<file path="config.mk">
export PLATFORM = sky130hd
export DESIGN_NAME = cpu_clk_ctrl
export DESIGN_NICKNAME = d
export VERILOG_FILES = /design/src/rtl/cpu_clk_pkg.sv /design/src/rtl/clk_div_tick.sv /design/src/rtl/cpu_clk_ctrl.sv
export SDC_FILE = /design/constraint.sdc
export NUM_CORES = 1
export LEC_CHECK = 0
export CAP_MARGIN = 10
export CORE_MARGIN = 3
export CORE_UTILIZATION = 45
export CTS_BUF_LIST = sky130_fd_sc_hd__clkbuf_8 sky130_fd_sc_hd__clkbuf_16
export DETAILED_ROUTE_END_ITERATION = 10
export DONT_BUFFER_PORTS = 1
export SYNTH_ARGS = -nofsm -noshare
export SYNTH_HDL_FRONTEND = slang
export SYNTH_SLANG_ARGS = --single-unit
</file>
<file path="constraint.sdc">
create_clock -name Clock -period 3.03 [get_ports Clock]
set_clock_uncertainty 0.2 [all_clocks]
set_input_delay 0.606 -clock Clock [delete_from_list [all_inputs] [get_ports Clock]]
set_output_delay 0.606 -clock Clock [all_outputs]
set_load 0.05 [all_outputs]
</file>
<file path="src/rtl/cpu_clk_pkg.sv">
// Shared definitions for the CPU clock controller.
//   - cpu_state_t : controller FSM states
//   - MODE_*      : encodings of the 2-bit Mode_i input (2'b11 behaves as HALT)
//   - DEF_*       : default parameter values for cpu_clk_ctrl
package cpu_clk_pkg;

    typedef enum logic [1:0] {
        RST_HOLD = 2'd0,
        IDLE     = 2'd1,
        RUN      = 2'd2,
        STEP     = 2'd3
    } cpu_state_t;

    localparam logic [1:0] MODE_HALT = 2'b00;
    localparam logic [1:0] MODE_RUN  = 2'b01;
    localparam logic [1:0] MODE_STEP = 2'b10;

    localparam int DEF_NUM_CH     = 4;
    localparam int DEF_DIV_W      = 8;
    localparam int DEF_RST_CYCLES = 16;
    localparam int DEF_CNT_W      = 32;

endpackage

</file>
<file path="src/rtl/clk_div_tick.sv">
// Base-tick divider for cpu_clk_ctrl.
// Counts 0..Div-1 while enabled and flags a tick in the cycle it wraps.
// A pending ratio (written by i_cfg_load) only becomes the active ratio at a
// CPU-cycle boundary (phase 0 with the count at 0), so every tick within one
// CPU cycle uses the same spacing.
// Ports:
//   i_clk, i_rst_n  : clock, asynchronous active-low reset
//   i_en            : divider counts (controller is in RUN or STEP)
//   i_clr           : hold the count at 0 (controller not running)
//   i_phase0        : phase counter is at 0
//   i_cfg_load      : capture i_div into the pending register
//   i_div           : requested ratio, 0 is treated as 1
//   o_tick          : base tick, combinational, valid only while i_en
module clk_div_tick #(
    parameter int DIV_W = 8
) (
    input  logic             i_clk,
    input  logic             i_rst_n,
    input  logic             i_en,
    input  logic             i_clr,
    input  logic             i_phase0,
    input  logic             i_cfg_load,
    input  logic [DIV_W-1:0] i_div,
    output logic             o_tick
);

    logic [DIV_W-1:0] r_cnt;
    logic [DIV_W-1:0] r_pend;
    logic [DIV_W-1:0] r_active;
    logic [DIV_W-1:0] w_div_in;
    logic [DIV_W-1:0] w_div_eff;
    logic             w_boundary;

    assign w_div_in   = (i_div == '0) ? DIV_W'(1) : i_div;
    assign w_boundary = i_phase0 && (r_cnt == '0);

    // At the boundary the ratio for the upcoming CPU cycle is chosen here and
    // used immediately, with a same-cycle load taking priority over pending.
    assign w_div_eff = !w_boundary ? r_active :
                       i_cfg_load  ? w_div_in : r_pend;

    assign o_tick = i_en && (r_cnt == (w_div_eff - DIV_W'(1)));

    always_ff @(posedge i_clk or negedge i_rst_n) begin
        if (!i_rst_n) begin
            r_cnt    <= '0;
            r_pend   <= DIV_W'(1);
            r_active <= DIV_W'(1);
        end else begin
            if (i_cfg_load) begin
                r_pend <= w_div_in;
            end
            if (w_boundary) begin
                r_active <= w_div_eff;
            end
            if (i_clr || o_tick) begin
                r_cnt <= '0;
            end else if (i_en) begin
                r_cnt <= r_cnt + DIV_W'(1);
            end
        end
    end

endmodule

</file>
<file path="src/rtl/cpu_clk_ctrl.sv">
// CPU clock controller: releases the CPU reset after a hold period, then
// produces NUM_CH one-hot phase enables per CPU cycle, either continuously
// (RUN) or one cycle per step request (STEP). Cycles are never cut short
// except by Reset_n.
// Optional feature: define CPU_CLK_CTRL_CYCLE_CNT_EN to add Cycle_cnt_o, a
// wrapping count of completed CPU cycles.
// Ports:
//   Clock        : clock, rising edge
//   Reset_n      : asynchronous active-low reset
//   Div_i        : base-tick divide ratio (0 acts as 1)
//   Cfg_load     : strobe capturing Div_i (applied at next CPU-cycle boundary)
//   Mode_i       : 00 HALT, 01 RUN, 10 STEP, 11 HALT
//   Step_i       : single-cycle request, honoured only in IDLE with Mode STEP
//   Cpu_rst_n_o  : registered active-low CPU reset
//   Ce_o         : registered one-hot phase enables
//   Busy_o       : CPU cycle in progress (through the final phase pulse)
//   Cycle_cnt_o  : completed CPU cycles (only with CPU_CLK_CTRL_CYCLE_CNT_EN)
module cpu_clk_ctrl
    import cpu_clk_pkg::*;
#(
    parameter int NUM_CH     = DEF_NUM_CH,
    parameter int DIV_W      = DEF_DIV_W,
    parameter int RST_CYCLES = DEF_RST_CYCLES,
    parameter int CNT_W      = DEF_CNT_W
) (
    input  logic              Clock,
    input  logic              Reset_n,
    input  logic [DIV_W-1:0]  Div_i,
    input  logic              Cfg_load,
    input  logic [1:0]        Mode_i,
    input  logic              Step_i,
    output logic              Cpu_rst_n_o,
    output logic [NUM_CH-1:0] Ce_o,
    output logic              Busy_o
`ifdef CPU_CLK_CTRL_CYCLE_CNT_EN
    ,
    output logic [CNT_W-1:0]  Cycle_cnt_o
`endif
);

    localparam int         PH_W     = (NUM_CH > 1) ? $clog2(NUM_CH) : 1;
    localparam logic [7:0] HOLD_END = 8'(RST_CYCLES);

    if (NUM_CH < 1 || NUM_CH > 8 || DIV_W < 1 ||
        RST_CYCLES < 1 || RST_CYCLES > 255 || CNT_W < 1) begin : g_param_chk
        $error("cpu_clk_ctrl: parameter out of legal range");
    end

    cpu_state_t        r_state;
    cpu_state_t        w_state_nxt;
    logic [7:0]        r_hold;
    logic              r_cpu_rst_n;
    logic [NUM_CH-1:0] r_ce;
    logic [NUM_CH-1:0] w_ce_nxt;
    logic              r_busy;
    logic [PH_W-1:0]   r_phase;
    logic              w_running;
    logic              w_tick;
    logic              w_last;

    assign w_running = (r_state == RUN) || (r_state == STEP);
    assign w_last    = w_tick && (r_phase == PH_W'(NUM_CH - 1));

    clk_div_tick #(
        .DIV_W (DIV_W)
    ) u_div (
        .i_clk      (Clock),
        .i_rst_n    (Reset_n),
        .i_en       (w_running),
        .i_clr      (!w_running),
        .i_phase0   (r_phase == '0),
        .i_cfg_load (Cfg_load),
        .i_div      (Div_i),
        .o_tick     (w_tick)
    );

    for (genvar k = 0; k < NUM_CH; k++) begin : g_ce
        assign w_ce_nxt[k] = w_tick && (r_phase == PH_W'(k));
    end

    // RUN and STEP only leave on the final phase tick, so cycles always
    // complete; a mode change in RUN waits for that tick.
    always_comb begin
        w_state_nxt = r_state;
        case (r_state)
            RST_HOLD: if (r_hold == HOLD_END) w_state_nxt = IDLE;
            IDLE: begin
                if (Mode_i == MODE_RUN) begin
                    w_state_nxt = RUN;
                end else if (Mode_i == MODE_STEP && Step_i) begin
                    w_state_nxt = STEP;
                end
            end
            RUN:      if (w_last && Mode_i != MODE_RUN) w_state_nxt = IDLE;
            STEP:     if (w_last) w_state_nxt = IDLE;
            default:  w_state_nxt = RST_HOLD;
        endcase
    end

    always_ff @(posedge Clock or negedge Reset_n) begin
        if (!Reset_n) begin
            r_state     <= RST_HOLD;
            r_hold      <= '0;
            r_cpu_rst_n <= 1'b0;
            r_ce        <= '0;
            r_busy      <= 1'b0;
            r_phase     <= '0;
        end else begin
            r_state     <= w_state_nxt;
            r_cpu_rst_n <= (w_state_nxt != RST_HOLD);
            r_ce        <= w_ce_nxt;
            // Stays high for the cycle showing the last phase pulse.
            r_busy      <= (w_state_nxt == RUN) || (w_state_nxt == STEP) || w_last;
            if (r_state == RST_HOLD && r_hold != HOLD_END) begin
                r_hold <= r_hold + 8'd1;
            end
            if (!w_running) begin
                r_phase <= '0;
            end else if (w_tick) begin
                r_phase <= w_last ? '0 : r_phase + PH_W'(1);
            end
        end
    end

    assign Cpu_rst_n_o = r_cpu_rst_n;
    assign Ce_o        = r_ce;
    assign Busy_o      = r_busy;

`ifdef CPU_CLK_CTRL_CYCLE_CNT_EN
    logic [CNT_W-1:0] r_cyc_cnt;

    // Steps on the same edge that raises the final phase enable.
    always_ff @(posedge Clock or negedge Reset_n) begin
        if (!Reset_n) begin
            r_cyc_cnt <= '0;
        end else if (w_last) begin
            r_cyc_cnt <= r_cyc_cnt + CNT_W'(1);
        end
    end

    assign Cycle_cnt_o = r_cyc_cnt;
`endif

endmodule

</file>
Word level (Yosys, flattened, before mapping)

Cells that the tools add are included.

Output and inout bits: 6
Logic and storage cells: 62
Bits of input ports: 14
Bits in registers: 42

Equal/unequal tests: 15
Reduce and logical (&&, ||, !) cells: 20
Add/subtract/negate cells: 4
Muxes and demuxes: 14

Operators with widths:

| cell                  | number |
|---|---|
| $mux W8               | 5 |
| $add A8 B1 Y8 const B | 2 |
| $logic_not A8 Y1      | 2 |
| $mux W2               | 8 |
| $eq A2 B2 Y1 const B  | 7 |
| $logic_and A1 B1 Y1   | 9 |
| $eq A8 B5 Y1 const B  | 1 |
| $eq A8 B8 Y1          | 1 |
| $ne A8 B5 Y1 const B  | 1 |
| $pmux W2 S4           | 1 |
| $sub A8 B1 Y8 const B | 1 |
| $eq A2 B1 Y1 const B  | 3 |
| $logic_not A2 Y1      | 2 |
| $logic_or A1 B1 Y1    | 4 |
| $reduce_bool A2 Y1    | 2 |
| $add A2 B1 Y2 const B | 1 |
| $ne A2 B1 Y1 const B  | 1 |
| $ne A2 B2 Y1 const B  | 1 |
| $logic_not A1 Y1      | 1 |

Longest topological paths before layout

Gate-level depths: netlist of the first run.

Depth after elaboration: 14
Gate-level depth with buffers: 14
Mapped depth without buffers: 13

Modules after synthesis

A second synthesis of the first run with hierarchy kept.

Cells, all modules: 244
Area total of the unflattened synthesis: 2497.4 µm²

Modules (own cells, without submodules):

| module       | instances | cells an instance | sequential area each (µm²) | area an instance (µm²) |
|---|---|---|---|---|
| clk_div_tick | 1         | 169               | 603.1                      | 1626.6 |
| cpu_clk_ctrl | 1         | 75                | 450.4                      | 870.8 |

Worst setup path after synthesis of the first run

No wires, ideal clock.

Kind: reg2reg
Start point: reg r_phase[0]
End point: reg r_phase[0]
Period minus slack after synthesis: 3.183 ns
Data required time: 2.751 ns
Arrival: 2.904 ns
Setup time: 0.079 ns
Cell stages (with the launch flop): 13
Path buffers: 1
Slack: -0.153 ns
Path through: dfrtp_1 inv_1 ha_1 or4b_4 buf_6 nor2_8 mux2i_1 ha_1 xor2_1 o21ai_0 a2111o_2 nor2_4 mux2i_1

Word-level cells in the longest chain between the ends: 10
Elaborated cells between the ends (all ways): 13
Those cells by class: add/sub: 2; eq/ne: 3; mux: 4; reduce/logical: 4

Ends and longest elaborated chain:

| what                   | RTL line            | text |
|---|---|---|
| from (decl)            | cpu_clk_ctrl.sv:56  | `logic [PH_W-1:0] r_phase;` |
| from (signal assigned) | cpu_clk_ctrl.sv:120 | `r_phase <= w_last ? '0 : r_phase + PH_W'(1);` |
| $logic_not A2 Y1       | cpu_clk_ctrl.sv:71  | `.i_phase0 (r_phase == '0),` |
| $logic_and A1 B1 Y1    | clk_div_tick.sv:35  | `assign w_boundary = i_phase0 && (r_cnt == '0);` |
| $mux W8                | clk_div_tick.sv:39  | `assign w_div_eff = !w_boundary ? r_active :` |
| $sub A8 B1 Y8          | clk_div_tick.sv:42  | `assign o_tick = i_en && (r_cnt == (w_div_eff - DIV_W'(1)));` |
| $eq A8 B8 Y1           | clk_div_tick.sv:42  |  |
| $logic_and A1 B1 Y1    | clk_div_tick.sv:42  |  |
| $logic_and A1 B1 Y1    | cpu_clk_ctrl.sv:62  | `assign w_last = w_tick && (r_phase == PH_W'(NUM_CH - 1));` |
| $mux W2                | cpu_clk_ctrl.sv:120 |  |
| $mux W2                | cpu_clk_ctrl.sv:119 | `end else if (w_tick) begin` |
| $mux W2                | cpu_clk_ctrl.sv:117 | `if (!w_running) begin` |

Several ways; a longest one is shown, not always the timed one. The select of a mux whose other input is x is not followed.
A chain may end at the register's enable or synchronous reset.

Final worst setup path of the first run

Start point: reg r_phase[0]
End point: reg u_div.r_cnt[4]

Word-level cells in the longest chain between the ends: 8
Elaborated cells between the ends (all ways): 9
Those cells by class: add/sub: 1; eq/ne: 1; mux: 2; reduce/logical: 5

Ends and longest elaborated chain:

| what                                                 | RTL line           | text |
|---|---|---|
| $logic_not A2 Y1 (*)                                 | cpu_clk_ctrl.sv:71 |  |
| $logic_and A1 B1 Y1 (*)                              | clk_div_tick.sv:35 |  |
| $mux W8 (*)                                          | clk_div_tick.sv:39 |  |
| $sub A8 B1 Y8 (*)                                    | clk_div_tick.sv:42 |  |
| $eq A8 B8 Y1 (*)                                     | clk_div_tick.sv:42 |  |
| $logic_and A1 B1 Y1 (*)                              | clk_div_tick.sv:42 |  |
| $logic_or A1 B1 Y1 (*)                               | clk_div_tick.sv:56 | `if (i_clr \|\| o_tick) begin` |
| $mux W8 / $reduce_bool A2 Y1 (equally long branches) | -                  |  |
| to (signal assigned)                                 | clk_div_tick.sv:59 | `r_cnt <= r_cnt + DIV_W'(1);` |
| to (decl)                                            | clk_div_tick.sv:27 | `logic [DIV_W-1:0] r_cnt;` |

Mark *: on every way between the ends. The rest lies on a longest branch, timed or not.

==> run summary, run 1 <==
The run finished, with violations left. The checks that failed: negative setup slack. At the pin with the least slew margin, the transition time is 0.537 ns. Across the run, the number of max-cap violations was 0.

For this run, the top clock speed supported by timing is 323 MHz. In the routed layout, each cell is associated on average with a via count of 5.38. Net switching share of the total power: 0.392. The smallest clock period supported by the final layout is computed as 3.10 ns.

TritonCTS built the clock tree. The tightest min-delay check is of the primary input to flop type. The clock root buffer was sky130_fd_sc_hd__clkbuf_8.

Summing all multi-input logic gate instances after layout gives 1370 um2. For the number of top-level design ports, the log shows 20. The worst hold path terminates at u_div.r_pend[1]. The die is 80.0 um tall.

The dominant cell type by area after synthesis was sky130_fd_sc_hd__dfrtp_1. Synthesis produced 224 cells. The most used flip-flop cell after synthesis is sky130_fd_sc_hd__dfrtp_1. The CTS buffer count came out at 5. For the pin count of the biggest net entering global routing, the log shows 43. By area the synthesized netlist is led by sky130_fd_sc_hd__dfrtp_1, sky130_fd_sc_hd__ha_1, sky130_fd_sc_hd__nand2_1, sky130_fd_sc_hd__mux2_2, sky130_fd_sc_hd__xnor2_1. The logs give 4.93 mm for the post-detailed-routing wire length and 0 for the number of antenna violations at the first check in global routing.

For the proportion of synthesized chip area in sequential cells, the log shows 0.427. The power dissipated by switching net loads came out at 1.03 mW. Utilization after layout: 0.565.

The worst register-to-register path ends at u_div.r_cnt[4]. The worst register-to-register path has a setup slack of -0.07 ns. The tools report the DRC violations left as 0. Part of the power in combinational logic: 0.545. Most numerous cell in the Yosys netlist: sky130_fd_sc_hd__dfrtp_1.

The part of the power in registers is 0.319. Data arrives at the worst endpoint at 3.07 ns. The critical path starts at r_phase[0]. The number of flip-flops and latches in the synthesized netlist works out to 42. The area fraction of the dominant cell type after synthesis came out at 0.406. The repair_antennas step left the layout with diodes totalling 0. The run gives 15 as the number of setup violations in the final report.

For this run, the number of Yosys warnings is 0. The die covers 6400 um2. When the netlist entered floorplanning its net count stood at 247. The longest clock path from root to sink contains 2 buffers. In the final timing run, aggregate negative setup slack is -0.593 ns.

The all-layer global routing usage is 0.167. The tools report the final number of max-transition violations as 0. The count of unique library cells instantiated by Yosys is 60, and the number of global-route vias before repair is 1814. The worst hold path cell count works out to 1. The per-instance average area after synthesis is 11.0 um2, and the latest clock arrival within the worst-skew pair is 0.30 ns.

Along the worst path, the maximum fanout reaches 8. STA classifies the critical path endpoint as a flop. In this run the critical register-to-register path is launched from r_phase[0].

The initial DRC count is 40. The startpoint-to-endpoint class of the critical path is flop to flop. OpenSTA, run right after detailed placement, puts the worst setup slack at -0.178 ns.

The total power density per cell area is 896 nW/um2. Summing every instance area after synthesis gives 2470 um2. Number of fill cells in the layout: 471. The commonest cells after synthesis are sky130_fd_sc_hd__dfrtp_1, sky130_fd_sc_hd__nand2_1, sky130_fd_sc_hd__nor2_1. The number of cells on the worst reg-to-reg path is 11.

The clock network fraction of total power was 0.136; the layout overhead on the synthesized area was 19.2%. The tools report the initial core utilization as 0.474. In this run the core area contains 26 standard-cell rows.

The share of layout cells above drive strength 1 is 0.335, and the share of flip-flops with an asynchronous set or reset after synthesis is 1.00. For this run, the post-layout net count is 285. Setup repair after global routing could not meet its margin everywhere. The clock edge transition at the registers on the reported setup and hold paths was 0.09 ns; the via count was 1793.

At the end of routability-driven placement, the weighted congestion stood at 0.760. The tools report the hold violation count in the final report as 0. The HPWL after detailed placement is 3.63 mm.

Summed over all layers, the global routing overflow is 0. In this run the number of H-tree levels came out at 2. The floorplan step defined a core boundary enclosing 5200 um2. The setup slack after layout was -0.0694 ns; the number of buffers inserted by port buffering was 0.

Startpoint class of the critical path: a flop. The tree built by TritonCTS fans out to 42 sinks. The run gives 0.642 as the worst relative slew slack. The required time of the critical path is 3.00 ns, and the cell leakage power is 1.28 nW. Measured along the x axis, the die boundary spans 80.0 um. The sequential cells in the finished layout cover a total of 1050 um2. The worst-case IR drop observed on VDD is 312 uV. The internal portion of total power is 1.60 mW.

The pre-antenna-repair detailed-routing pass consisted of 4 iterations. The number of routed nets with antenna violations is 0. Wire length per cell after detailed routing: 14.8 um.

The final period utilization was 1.02; the first-pass GRT wire length was 8.39 mm. The start point of the worst min-delay path is Div_i[1]. The number of enable-type register cells in the synthesized netlist came out at 0.
[power groups by stage]
| stage | logic [mW] | registers [mW] | clock network (mW) |
|---|---|---|---|
| after floorplan | 1.02 | 0.839 | 0 |
| after global placement | 1.33 | 0.847 | 0 |
| after detailed placement | 1.36 | 0.849 | 0 |
| after CTS | 1.41 | 0.840 | 0.374 |
| after global routing | 1.58 | 0.862 | 0.399 |
| final | 1.44 | 0.840 | 0.359 |
[worst max-delay path, cell delays in order (launching register included)]
cell and delay [ns]:
sky130_fd_sc_hd__dfrtp_1 0.40, sky130_fd_sc_hd__inv_2 0.09, sky130_fd_sc_hd__ha_4 0.13, sky130_fd_sc_hd__or4b_4 0.50, sky130_fd_sc_hd__nor2_8 0.16, sky130_fd_sc_hd__mux2i_4 0.27, sky130_fd_sc_hd__ha_4 0.19, sky130_fd_sc_hd__xnor2_2 0.11
sky130_fd_sc_hd__xnor2_1 0.08, sky130_fd_sc_hd__a2111o_2 0.47, sky130_fd_sc_hd__o21ai_4 0.28, sky130_fd_sc_hd__nor2_1 0.08
[cells by family after synthesis]
logic type | count (synthesis) | share of synthesized area
and+or+nand+nor | 95 | 0.250
buffers and inverters | 17 | 0.0477
xor gates and xnor gates | 17 | 0.0604
adders and majority gates | 9 | 0.0457
muxes | 12 | 0.0543
DFF | 42 | 0.427
AOI/OAI and AO/OA | 32 | 0.115
[worst max path at each step]
stage                          end  slack (ns)
floorplan               r_phase[0]       -0.09
global placement    u_div.r_cnt[2]       -0.11
detailed placement  u_div.r_cnt[4]       -0.18
CTS                 u_div.r_cnt[4]       -0.05
global route            r_phase[1]       -0.20
finish              u_div.r_cnt[4]       -0.07
[layout by cell type, fill, tap and decap left out, types with 4 or more instances in the layout]
cell type                  count
sky130_fd_sc_hd__nand2_1      24
sky130_fd_sc_hd__ha_1          6
sky130_fd_sc_hd__o21ai_0       5
sky130_fd_sc_hd__and3_1        4
sky130_fd_sc_hd__o21ai_1       4
sky130_fd_sc_hd__xnor2_1       8
sky130_fd_sc_hd__inv_1         7
sky130_fd_sc_hd__buf_4        36
sky130_fd_sc_hd__nor2_1       13
sky130_fd_sc_hd__nand2b_1      6
sky130_fd_sc_hd__mux2_2        7
sky130_fd_sc_hd__dfrtp_1      40
sky130_fd_sc_hd__nand3_1      10
sky130_fd_sc_hd__clkbuf_8      5
sky130_fd_sc_hd__xor2_1        8
[sequential cells by signal, indices dropped and copies added, names as in the netlist]
register        flops
Busy_o              1
Ce_o                4
r_hold              8
u_div.r_cnt         8
Cpu_rst_n_o         1
r_phase             2
u_div.r_active      8
u_div.r_pend        8
r_state             2
[through the flow]
| stage | hold slack [ns] | std cells | total power, mW | area, um2 |
|---|---|---|---|---|
| final | 0.280 | 333 | 2.64 | 2940 |
| after global routing | 0.264 | 333 | 2.84 | 2940 |
| after CTS | 0.271 | 330 | 2.63 | 2910 |
| after detailed placement | 0.111 | 316 | 2.21 | 2750 |
| after global placement | 0.111 | 316 | 2.17 | 2750 |
| after floorplan | 0.110 | 224 | 1.86 | 2530 |
[per-layer routing]
layer | wire length (um) | GRT usage | vias up
met2 | 2380 | 0.283 | 24
li1 | - | - | 877
met4 | 75 | 0.0557 | 0
met1 | 2320 | 0.212 | 883
met3 | 147 | 0.0350 | 9
met5 | 0 | 0 | -
[layout make-up]
cell class | instances | area share
multi-input cells | 165 | 0.466
clock inverters | 3 | 0.00723
inverters | 10 | 0.0128
clock buffers | 5 | 0.0234
repair buffers | 38 | 0.102
flip-flops and latches | 42 | 0.358
well taps | 70 | 0.0298
[what timing repair did]
action                                  CTS  global route
pin swaps                                 7            10
hold buffers                              2             0
buffers inserted                          4             3
endpoints found under the setup margin   14            16
hold endpoints to repair                 42             0
gates resized for setup                   1             2
(Power assumes the default switching activity.)
==> run 2: changes to the inputs <==
clock period = 2.65 ns   (was 3.03 ns; I/O delays follow)
==> run 2 against run 1 <==
Compared with the run above: the run still ends with negative setup slack left; routed wire length rose by 0.65%; largest power group unchanged; first-iteration DRC count rose by 120%; combinational power rose by 19%; total power rose by 20%; critical path depth rose by 1; flip-flop and latch count did not move; via count fell by 0.45%.
==> run summary, run 2 (synthesized netlist as in run 1, its figures left out) <==
The final period utilization is 1.17 (+0.144). The run gives 0.580 (+0.0154) as the utilization after layout. The clock network fraction of total power is 0.158 (+0.022), and the H-tree depth is 2 (unchanged). The worst relative slew slack is 0.703 (+0.0610), and the number of nets in the layout is 291 (+2.1%).

The vias per cell is 5.27 (-2.2%). The worst reg-to-reg path cell count is 12 (+1), and the internal portion of total power is 1.96 mW (+22%). The worst hold path cell count is 1 (unchanged), and the layout overhead on the synthesized area is 22.5%. The HPWL reported at the end of detailed placement came out at 3.76 mm (+3.6%). Chip width: 80.0 um (unchanged).

The run gives 20 (unchanged) as the number of top-level design ports. The run finished, with violations left. The library cell used most frequently in the layout, excluding fill and tap cells, is sky130_fd_sc_hd__buf_4. The worst setup path is launched from a flop.

The logs give 0 (unchanged) for the count of max-cap constraint violations and 0 (unchanged) for the number of routed nets with antenna violations. The initial DRC count is 87 (+120%), and the logic depth of the worst path, buffers included is 12 (+1). The run gives 26 (unchanged) as the site row count. The logs give 0.541 (-0.004) for the part of the power in combinational logic and 323 (+2.2%) for the number of instances in the placed design.

The wire length per cell after detailed routing is 14.6 um (-1.1%), and the share of layout cells above drive strength 1 is 0.353 (+0.0186). The run gives 5 (unchanged) as the CTS buffer count. The hold violation count in the final report is 0 (unchanged). The top cell types in the final layout, fill and taps aside, are sky130_fd_sc_hd__buf_4, sky130_fd_sc_hd__dfrtp_1, sky130_fd_sc_hd__nand2_1, sky130_fd_sc_hd__nor2_1, sky130_fd_sc_hd__nand3_1.

The checks that failed: negative setup slack. The all-layer global routing usage was 0.176 (+0.00821); the number of buffers inserted by port buffering was 0 (unchanged). The remaining global-route overflow was 0 (unchanged); the latest clock arrival within the worst-skew pair was 0.30 ns (about the same).

For the setup slack after layout, the log shows -0.442 ns (-0.373 ns). Reg2reg setup slack: -0.44 ns (-0.37 ns). The tools report the number of antenna diodes as 0 (unchanged). Cell with the most instances on the worst path: sky130_fd_sc_hd__ha_4.

The tools report the power dissipated by switching net loads as 1.21 mW (+17%). For the cell leakage power, the log shows 1.34 nW (+4.4%). The number of setup violations in the final report is 16 (+1), and the clock edge transition at the registers on the reported setup and hold paths is 0.08 ns (about the same). The startpoint identified for the worst hold timing path is Div_i[1].

TritonCTS built the clock tree. Endpoint of the most critical register-to-register path: r_state[1]. The tools report the part of the power in registers as 0.301 (-0.018).

The clock sink count came out at 42 (unchanged). Launch point of the worst reg-to-reg path: r_phase[1]. The number of non-filler instances in the completed layout was 339 (+1.8%); the maximum fanout along the worst path was 3 (-5). The net switching share of the total power was 0.381 (-0.0113).

The floorplan die height was 80.0 um (unchanged). The run gives 2 (unchanged) as the buffer levels on the longest clock path. For this design, the slowest cell found on the critical path is sky130_fd_sc_hd__or4b_4. Worst hold margin: 0.209 ns (-0.0712 ns).

Traced cell by cell, the critical path runs through inv_2, ha_4, or4b_4, nor2_8, mux2i_4, ha_4, xnor2_2, xnor2_1, a2111o_2, buf_4, nor3_4, a21boi_1. For the DRC violations left, the log shows 0 (unchanged). The final number of max-transition violations was 0 (unchanged); the number of buffer and inverter stages on the critical path was 2 (+1). The logs give 0 (unchanged) for the number of antenna violations at the first check in global routing and 323 MHz (+0.24%) for the fmax. The pin slew with the least headroom to its limit is 0.443 ns (-0.0944 ns), and the worst setup timing slack at the placement stage is -0.425 ns (-0.247 ns). Total power: 3.17 mW (+20%). The logs give 1785 (-0.45%) for the via count and 43 (unchanged) for the pin count of the biggest net entering global routing. Post-detailed-routing wire length: 4.96 mm (+0.65%). The total die area is 6400 um2 (unchanged).

The tools report the capture endpoint of the worst hold path as u_div.r_pend[1]. The arrival time at the worst endpoint is 3.08 ns (about the same). The total power density per cell area is 1050 nW/um2 (+17%), and the largest stage delay on the critical path is 0.51 ns (about the same). The tightest min-delay check is of the primary input to flop type. Among cell families on the critical path, the largest total delay comes from simple AND/OR/NAND/NOR gates. The tools report the core area as 5200 um2 (unchanged). The first-pass GRT wire length is 8.55 mm (+1.9%). The worst setup path is captured at a flop. The shortest period the worst path allows is 3.09 ns (-0.00734 ns). The critical path in this run is classified as flop to flop. The run gives 0.759 (-0.13%) as the routability congestion estimate from global placement. Setup repair after global routing could not meet its margin everywhere. The first-pass iteration count of the detailed router is 4 (unchanged), and the number of fill cells in the layout is 451 (-4.2%). The worst IR drop on VDD was 367 uV (+17%); the number of global-route vias before repair was 1799 (-0.83%). The root buffer cell chosen for the clock tree is sky130_fd_sc_hd__clkbuf_8.

Initial core utilization: 0.474 (unchanged). The required time of the critical path was 2.63 ns (-0.37 ns).
## run 2: worst register-to-register path, stage by stage (launching register included)
cell and delay, ns:
sky130_fd_sc_hd__dfrtp_1 0.39, sky130_fd_sc_hd__inv_2 0.08, sky130_fd_sc_hd__ha_4 0.14, sky130_fd_sc_hd__or4b_4 0.51, sky130_fd_sc_hd__nor2_8 0.16, sky130_fd_sc_hd__mux2i_4 0.27, sky130_fd_sc_hd__ha_4 0.18, sky130_fd_sc_hd__xnor2_2 0.07
sky130_fd_sc_hd__xnor2_1 0.12, sky130_fd_sc_hd__a2111o_2 0.46, sky130_fd_sc_hd__buf_4 0.17, sky130_fd_sc_hd__nor3_4 0.14, sky130_fd_sc_hd__a21boi_1 0.08
## run 2: timing repair
item	in CTS	in global routing
endpoints found under the setup margin	16	16
hold buffers	2	0
resized for setup	4	3
buffers inserted	4	2
pin swaps	10	4
hold endpoints to repair	42	0
## run 2: how the worst max path moves through the flow
stage / from / end / slack (ns)
5_1_grt: r_phase[1] / r_phase[0] / -0.59
2_1_floorplan: r_phase[0] / r_phase[0] / -0.46
3_3_place_gp: Div_i[3] / u_div.r_cnt[2] / -0.42
6_report: r_phase[1] / r_state[1] / -0.44
3_5_place_dp: Div_i[3] / u_div.r_cnt[4] / -0.43
4_1_cts: r_phase[1] / u_div.r_cnt[6] / -0.43
## run 2: power by group through the flow
stage	clock network, mW	registers, mW	logic [mW]
finish	0.501	0.952	1.71
global route	0.555	0.978	1.89
CTS	0.520	0.952	1.68
floorplan	0	0.960	1.16
global placement	0	0.961	1.57
detailed placement	0	0.966	1.59
## run 2: area by class of cell
type                            instances  area [um2]  share of cell area
Clock buffer                            5        68.8              0.0228
Clock inverter                          3        41.3              0.0137
Tap cell                               70        87.6              0.0290
Multi-Input combinational cell        165        1390               0.459
Sequential cell                        42        1050               0.349
Inverter                               10        37.5              0.0124
Timing Repair Buffer                   44         345               0.114
## run 2: per-stage QoR
stage / setup TNS [ns] / cell area (um2)
floorplan: -6.75 / 2520
global placement: -6.07 / 2800
detailed placement: -6.30 / 2800
CTS: -6.30 / 2990
global route: -8.79 / 3020
finish: -6.29 / 3020
## run 2: layer usage
metal	wire length, um	GRT usage	up-vias
met1	2460	0.249	857
met5	0	0	-
met3	160	0.0406	7
met2	2260	0.261	30
li1	-	-	891
met4	82	0.0642	0
==> run 3: changes to the inputs <==
CORE_MARGIN = not set   (was 3)
CORE_UTILIZATION = 50   (was 45)
GPL_TIMING_DRIVEN = 0   (was not set)
PLACE_DENSITY = 0.68   (was not set)
==> run 3 against run 2 <==
Compared with the run above: the run still ends with negative setup slack left; setup slack gained 0.0048 ns; die area shrank 19%; clock power shrank 13%; critical path depth shrank 1; non-clock buffer count shrank 21; hold slack lost 0.016 ns; core utilization grew 2.1 points; total power shrank 7.5%; via count shrank 2.5%; combinational power shrank 11%; flip-flop and latch count is the same; critical path type unchanged; critical endpoint is now u_div.r_cnt[4]; largest power group unchanged.
==> run summary, run 3 (synthesized netlist as in run 1, its figures left out) <==
The chip width works out to 72.2 um (-9.7%). The post-route setup TNS was -6.51 ns (-0.216 ns). The setup slack after layout was -0.437 ns (+0.00483 ns).

The pin count of the biggest net entering global routing is 43 (unchanged), and the total power is 2.93 mW (-7.5%). The checks that failed: negative setup slack. The routability congestion estimate from global placement was 0.842 (+11%); the worst reg-to-reg path cell count was 11 (-1).

The tools report the number of antenna diodes as 0 (unchanged). The logs give 0.601 (+0.0205) for the utilization after layout and 16 (unchanged) for the number of setup violations in the final report. The tools report the CTS buffer count as 5 (unchanged). Clock root buffer: sky130_fd_sc_hd__clkbuf_8. The number of buffer and inverter stages on the critical path is 1 (-1). In this run the worst hold path is classified as primary input to flop. Required time of the critical path: 2.64 ns (about the same). The HPWL reported at the end of detailed placement was 3.11 mm (-17%). Logic depth of the worst path, buffers included: 11 (-1). Setup repair after global routing could not meet its margin everywhere. The tools report the number of global-route vias before repair as 1673 (-7.0%). The all-layer global routing usage was 0.190 (+0.0143); the first-pass iteration count of the detailed router was 4 (unchanged). The critical path is of the flop to flop type. The worst hold path cell count is 1 (unchanged), and the DRC violations left is 0 (unchanged). The reg2reg setup slack is -0.44 ns (about the same). For the worst hold margin, the log shows 0.193 ns (-0.0162 ns). The critical path goes through inv_2, ha_2, or4b_4, nor2_8, mux2i_4, ha_4, xnor2_2, xnor2_1, a2111o_2, o21ai_4, nor2_1. The total die area is 5220 um2 (-19%).

Initial core utilization: 0.522 (+0.0483). For the cell leakage power, the log shows 1.22 nW (-8.8%). The floorplan die height was 72.2 um (-9.7%); the final period utilization was 1.17 (-0.00182). The final number of max-transition violations was 0 (unchanged); the share of layout cells above drive strength 1 was 0.298 (-0.0548). The number of antenna violations at the first check in global routing is 0 (unchanged), and the worst relative slew slack is 0.703 (about the same).

Clock edge transition at the registers on the reported setup and hold paths: 0.09 ns (about the same). For the worst IR drop on VDD, the log shows 441 uV (+20%). The H-tree depth was 2 (unchanged); the shortest period the worst path allows was 3.09 ns (-0.00483 ns). Family of cells with the greatest summed delay on the critical path: simple AND/OR/NAND/NOR gates. TritonCTS built the clock tree. The run finished, with violations left. Startpoint class of the critical path: a flop. The number of buffers inserted by port buffering works out to 0 (unchanged). The latest clock arrival within the worst-skew pair was 0.30 ns (about the same); the wire length per cell after detailed routing was 14.2 um (-2.8%). The commonest non-fill, non-tap cell in the layout was sky130_fd_sc_hd__dfrtp_1. Remaining global-route overflow: 0 (unchanged). In the layout the commonest cells are sky130_fd_sc_hd__dfrtp_1, sky130_fd_sc_hd__nand2_1, sky130_fd_sc_hd__buf_4, sky130_fd_sc_hd__nor2_1, sky130_fd_sc_hd__nand3_1.

The critical-path cell with the highest stage delay was sky130_fd_sc_hd__or4b_4. The fmax came out at 324 MHz (+0.16%). The hold violation count in the final report came out at 0 (unchanged). The via count is 1740 (-2.5%), and the arrival time at the worst endpoint is 3.07 ns (about the same). The tools report the number of nets in the layout as 270 (-7.2%). The site row count was 25 (-3.8%). The maximum fanout along the worst path was 8 (+5). STA classifies the critical path endpoint as a flop. The count of max-cap constraint violations was 0 (unchanged).

From synthesis to final layout, the design area changed by 15.1%. Post-detailed-routing wire length: 4.48 mm (-9.7%). The number of top-level design ports came out at 20 (unchanged).

The pin slew with the least headroom to its limit is 0.446 ns (+0.00332 ns). The largest stage delay on the critical path was 0.51 ns (about the same); the number of fill cells in the layout was 389 (-14%). The number of routed nets with antenna violations is 0 (unchanged). The initial DRC count was 110 (+26%); the total power density per cell area was 1030 nW/um2 (-1.5%). For the core area, the log shows 4720 um2 (-9.3%). For the clock sink count, the log shows 42 (unchanged). The buffer levels on the longest clock path is 2 (unchanged). The vias per cell was 5.52 (+4.9%); the first-pass GRT wire length was 7.49 mm (-12%).
## run 3: report_power, final
part	switching, mW	internal [mW]
registers	0.160	0.810
clock network	0.244	0.190
logic	0.765	0.760
## run 3: final timing paths
kind                                           to              start
worst max-delay path               u_div.r_cnt[4]     u_div.r_cnt[0]
worst min-delay path              u_div.r_pend[1]           Div_i[1]
worst max register to register     u_div.r_cnt[4]     u_div.r_cnt[0]
worst min register to register  u_div.r_active[7]  u_div.r_active[7]
max in group asynchronous         u_div.r_pend[0]            Reset_n
min in group asynchronous                 Ce_o[3]            Reset_n
## run 3: per-stage QoR
stage          area [um2]  setup slack, ns  cells
3_3_place_gp         2600           -0.705    291
2_1_floorplan        2520           -0.457    224
4_1_cts              2790           -0.506    310
3_5_place_dp         2600           -0.707    291
5_1_grt              2840           -0.548    315
6_report             2840           -0.437    315
## run 3: timing repair
item                                   CTS  global route
pin swaps                               17             8
setup endpoints to repair               16            16
setup buffers                           11             5
hold buffers                             2             0
resized for setup                        3             1
endpoints found under the hold margin   42             0
## run 3: final cells by class
class | count | area (um2) | area share
tap | 67 | 83.8 | 0.0295
clock buffer | 5 | 68.8 | 0.0243
clock inverter | 3 | 25.0 | 0.00882
sequential | 42 | 1050 | 0.372
multi-input combinational | 165 | 1360 | 0.479
timing repair buffer | 18 | 150 | 0.0529
buffer | 5 | 57.6 | 0.0203
inverter | 10 | 37.5 | 0.0132
## run 3: layer usage
layer  vias to the layer above  global-route usage  wire (um)  share of wire
li1                        846                   -          -              -
met3                         6              0.0431        163          0.036
met5                         -                   0          0              0
met4                         0              0.0719         76          0.017
met2                        34               0.322       2140           0.48
met1                       854               0.237       2100           0.47
## run 3: worst reg2reg max path, cell delays in order, from the launching register on
cell and delay (ns):
sky130_fd_sc_hd__dfrtp_1 0.40, sky130_fd_sc_hd__inv_2 0.07, sky130_fd_sc_hd__ha_2 0.17, sky130_fd_sc_hd__or4b_4 0.51, sky130_fd_sc_hd__nor2_8 0.17, sky130_fd_sc_hd__mux2i_4 0.27, sky130_fd_sc_hd__ha_4 0.18, sky130_fd_sc_hd__xnor2_2 0.07
sky130_fd_sc_hd__xnor2_1 0.12, sky130_fd_sc_hd__a2111o_2 0.47, sky130_fd_sc_hd__o21ai_4 0.26, sky130_fd_sc_hd__nor2_1 0.09
